==> config.mk <==
export PLATFORM = sky130hd
export DESIGN_NAME = add_share_arb
export DESIGN_NICKNAME = d
export VERILOG_FILES = /design/src/rtl/add_share_arb_pkg.sv /design/src/rtl/add_share_arb_rr_pick2.sv /design/src/rtl/add_share_arb.sv
export SDC_FILE = /design/constraint.sdc
export NUM_CORES = 1
export LEC_CHECK = 0
export CORE_ASPECT_RATIO = 0.6
export CORE_MARGIN = 3
export CORE_UTILIZATION = 39
export DETAILED_ROUTE_END_ITERATION = 16
export PLACE_DENSITY = 0.79
export REMOVE_ABC_BUFFERS = 1
export SETUP_SLACK_MARGIN = 0.2
export SLEW_MARGIN = 15
export SYNTH_ARGS = -nofsm -noshare
export SYNTH_HDL_FRONTEND = slang
export SYNTH_SLANG_ARGS = --single-unit
export TNS_END_PERCENT = 100
==> constraint.sdc <==
create_clock -name clk -period 4.9 [get_ports clk]
set_clock_uncertainty 0.15 [all_clocks]
set_input_delay 0.98 -clock clk [delete_from_list [all_inputs] [get_ports clk]]
set_output_delay 0.98 -clock clk [all_outputs]
set_load 0.005 [all_outputs]
==> src/rtl/add_share_arb_pkg.sv <==
// Shared definitions for the adder-sharing arbiter: default width, state
// encodings and requester IDs.
package add_share_arb_pkg;

  localparam int WIDTH_DEF = 32;

  typedef enum logic {
    ST_IDLE = 1'b0,
    ST_HOLD = 1'b1
  } state_e;

  localparam logic RID_PC = 1'b0;
  localparam logic RID_BR = 1'b1;

endpackage : add_share_arb_pkg

==> src/rtl/add_share_arb_rr_pick2.sv <==
// Combinational two-way round-robin picker: a lone requester always wins,
// contention goes to the requester not granted last.
module rr_pick2
  import add_share_arb_pkg::*;
(
  input  logic v0,
  input  logic v1,
  input  logic last,
  output logic gnt_valid,
  output logic gnt_id
);

  always_comb begin
    // NOTE: every output gets a default first so no path leaves it unassigned (no latch).
    gnt_valid = v0 | v1;
    gnt_id    = RID_PC;
    if (v0 && v1) begin
      gnt_id = (last == RID_PC) ? RID_BR : RID_PC;
    end else if (v1) begin
      gnt_id = RID_BR;
    end
  end

endmodule : rr_pick2

==> src/rtl/add_share_arb.sv <==
// Arbiter/sequencer sharing one adder between the PC-increment and branch-target
// paths; the winner's sum is registered with its ID on a valid/ready result port.
module add_share_arb
  import add_share_arb_pkg::*;
#(
  parameter int WIDTH = WIDTH_DEF
) (
  input  logic             clk,
  input  logic             rst,
  input  logic             req0_valid,
  output logic             req0_ready,
  input  logic [WIDTH-1:0] req0_a,
  input  logic [WIDTH-1:0] req0_b,
  input  logic             req1_valid,
  output logic             req1_ready,
  input  logic [WIDTH-1:0] req1_a,
  input  logic [WIDTH-1:0] req1_b,
  output logic             res_valid,
  input  logic             res_ready,
  output logic [WIDTH-1:0] res_sum,
  output logic             res_id
);

  state_e           state_q, state_d;
  logic             last_q, last_d;
  logic [WIDTH-1:0] sum_q, sum_d;
  logic             id_q, id_d;

  logic             gnt_valid, gnt_id;
  logic             free, accept;
  logic [WIDTH-1:0] op_a, op_b;

  rr_pick2 u_pick (
    .v0        (req0_valid),
    .v1        (req1_valid),
    .last      (last_q),
    .gnt_valid (gnt_valid),
    .gnt_id    (gnt_id)
  );

  // The result slot frees up when empty or when its content leaves this cycle.
  assign free   = (state_q == ST_IDLE) || res_ready;
  assign accept = free && gnt_valid && !rst;

  assign req0_ready = accept && (gnt_id == RID_PC);
  assign req1_ready = accept && (gnt_id == RID_BR);

  assign op_a = (gnt_id == RID_BR) ? req1_a : req0_a;
  assign op_b = (gnt_id == RID_BR) ? req1_b : req0_b;

  always_comb begin
    state_d = state_q;
    last_d  = last_q;
    sum_d   = sum_q;
    id_d    = id_q;
    if (accept) begin
      sum_d   = op_a + op_b;  // carry out is dropped by the WIDTH-bit target
      id_d    = gnt_id;
      last_d  = gnt_id;
      state_d = ST_HOLD;
    end else if (free) begin
      state_d = ST_IDLE;
    end
  end

  always_ff @(posedge clk) begin
    // NOTE: sequential state uses non-blocking assignments so every register samples pre-edge values.
    if (rst) begin
      state_q <= ST_IDLE;
      last_q  <= RID_BR;
      sum_q   <= '0;
      id_q    <= RID_PC;
    end else begin
      state_q <= state_d;
      last_q  <= last_d;
      sum_q   <= sum_d;
      id_q    <= id_d;
    end
  end

  assign res_valid = (state_q == ST_HOLD);
  assign res_sum   = sum_q;
  assign res_id    = id_q;

endmodule : add_share_arb

==> results of run 1 <==
==> final cells by class <==
| type | count | area (um2) | share of cell area |
|---|---|---|---|
| Multi-Input combinational cell | 387 | 2900 | 0.498 |
| Timing Repair Buffer | 192 | 1890 | 0.325 |
| Sequential cell | 35 | 701 | 0.120 |
| Tap cell | 130 | 163 | 0.0279 |
| Clock buffer | 8 | 156 | 0.0268 |
| Inverter | 3 | 11.3 | 0.00193 |
==> flip-flops by register name, summed over array words and instances, names as in the netlist <==
signal,flops
res_valid,1
res_sum,32
last_q,1
res_id,1
==> cell families (layout without fill, tap and decap cells) <==
kind of cell	count (synthesis)	after routing
AO/OA/AOI/OAI	139	139
AND/OR/NAND/NOR	130	130
multiplexers	62	62
flip-flops	35	35
adder cells (fa/ha/maj)	32	32
buffers and inverters	30	203
XOR/XNOR	24	24
==> critical path, cell delays in order <==
cell and delay (ns):
clkdlybuf4s50_1 0.51, a21boi_4 0.24, buf_4 0.15, mux2_2 0.33
ha_1 0.23, fa_1 0.40, a21o_1 0.22, a221oi_2 0.35
o21ai_1 0.23, a21oi_2 0.22, o22ai_1 0.11, or3_1 0.32
a32o_1 0.25
==> stage by stage <==
step                      cell area, um2  worst slack (ns)
after CTS                           5780             0.343
after detailed placement            5620            0.0664
after floorplan                     3600             -3.81
final                               5830             0.372
after global routing                5830             0.211
after global placement              5620             0.184
==> power by group <==
group          internal (mW)  switching (mW)  total, mW
combinational          0.449           0.389      0.838
sequential             0.337          0.0304      0.367
clock                  0.216           0.116      0.333
total                   1.00           0.536       1.54
==> cells in the final DEF, fill, tap and decap left out, types with 5 or more instances in the layout <==
master	n
o21ai_0	23
clkbuf_16	6
buf_4	22
xor2_1	8
ha_1	31
nor3_1	5
xnor2_1	16
nand2_1	56
dfxtp_1	35
or3_1	5
nor2_1	21
mux2_2	62
clkdlybuf4s50_1	168
nand4_1	11
a21oi_1	39
a21o_1	22
nand3_1	12
o21ai_1	8
==> metal layers <==
metal  global-route usage  wire, um  vias to the layer above
met5                    0         0                        -
met4               0.0477       123                        0
met3               0.0496      1030                       10
met2                0.354      5310                      197
met1                0.297      5950                     1862
li1                     -         -                     2038
==> worst max-delay path by stage <==
stage	startpoint	endpoint	slack, ns	depth (start not counted)
after floorplan	req1_valid	res_sum[26]$_SDFFE_PP0P_	-3.81	11
after global placement	req0_valid	res_sum[26]$_SDFFE_PP0P_	0.18	12
after detailed placement	req0_valid	res_sum[31]$_SDFFE_PP0P_	0.07	12
after CTS	req0_valid	res_sum[31]$_SDFFE_PP0P_	0.34	12
after global routing	req0_valid	res_sum[26]$_SDFFE_PP0P_	0.21	13
final	req0_valid	res_sum[26]$_SDFFE_PP0P_	0.37	13
==> what timing repair did <==
item	in CTS	in global routing
resized for setup	0	0
hold buffers	0	0
setup endpoints to repair	0	2
setup buffers	0	3
==> out/qor.yml, run 1 <==
status: "complete, no violations"
async_reset_ff_frac: 0
num_io_pins: 169
min_from: "res_sum[21]$_SDFFE_PP0P_"
vias_per_cell: 5.44
post_route_cells_drive_above_1_share: 0.176
r2r_setup_slack_ns: 1.26
ys.flop_type: "dfxtp_1"
tightest_slew_ns: 0.722
grt_pass1_wl_mm: 19.5
syn_area_um2: 3760
hold_depth: 2
r2r_end: "res_sum[26]$_SDFFE_PP0P_"
hold_viol_final: 0
cp_data_arrival_time_ns: 4.55
max-vdd-ir-drop_mv: 0.151
fin_util: 0.629
timing.hold.ws_ns: 0.299
clock-root-buffer: "clkbuf_16"
synth.largest_area_cell: "dfxtp_1"
r2r_start: "last_q$_SDFFE_PP1P_"
synth_fa_ha_area_frac: 0.109
drt-initial-drc-count: 251
grt_max_degree: 39
drc: 0
synth.area.mux_share: 0.186
max-cap-violations: 0
synth_compound_area_frac: 0.255
place.gp.congestion: 0.921
fill_cells: 785
antennaDiodeCount: 0
portBuffers: 168
power-per-cell-area_nw_per_um2: 264
endpoint_kind: "register"
die_w_um: 133
synth_warnings: 0
yosys_register_bits: 35
syn-instance-count: 452
period_share: 0.924
synth_cell_type_count: 59
fin_cells: 755
max_slew_margin: 0.513
synth_most_common_cell: "mux2_2"
htreeDepth: 2
cp-start-kind: "primary input"
die_h_um: 82.0
overflow: 0
synth-simple-area-share: 0.165
wl_per_cell_um: 16.4
grt_pass1_vias: 4042
antenna_found_initial: 0
start_util: 0.406
final.setup.tns_ns: 0
setup_viol: 0
worstRegToRegCells: 12
timing.fmax_mhz: 221
required_ns: 4.92
hold_path_end: "res_sum[21]$_SDFFE_PP0P_"
syn_avg_cell_area_um2: 8.31
synth_top_family_by_area: "compound AO/OA/AOI/OAI gates"
crit_path_max_fanout: 5
slew_viol_final: 0
hold_class: "register to register"
grt_use_total: 0.218
vias: 4107
synth_edf_count: 0
synth-xor-area-share: 0.0559
critPathKind: "primary input to register"
ys_seq_area_frac: 0.186
wl_mm: 12.4
clk_pin_slew_ns: 0.06
p_leak_nw: 2.32
period_needed_ns: 4.53
rows: 27
cts_made_buffers: 5
dr.pass1.iters: 5
yosys-top-cells-count: "mux2_2 (62), nand2_1 (56), a21oi_1 (39)"
synthTopCellsByArea: "dfxtp_1 (19%), mux2_2 (19%), ha_1 (10%), nand2_1 (5.6%), a21oi_1 (5.2%)"
cts_tree: "done"
rsz0062_at_grt: "no"
ant_nets: 0
cts_sinks: 35
nets: 789
clk-insertion-delay-late_ns: 0.27
place_hpwl_mm: 9.98
die-area_um2: 10900
dp.cells: 743
power_mw: 1.54
netlist.area_leader.share: 0.186
synthToLayoutAreaGrowth_pct: 55.0
clockBufferDepth: 2
fp.coreArea_um2: 9260
No activity file was read; power rests on OpenSTA's default activity.
==> run 2, diff against run 1 <==
- TNS_END_PERCENT: 100 -> 50
==> results of run 2 <==
Same layout as run 1: the final DEF is identical, and so are final timing and power.
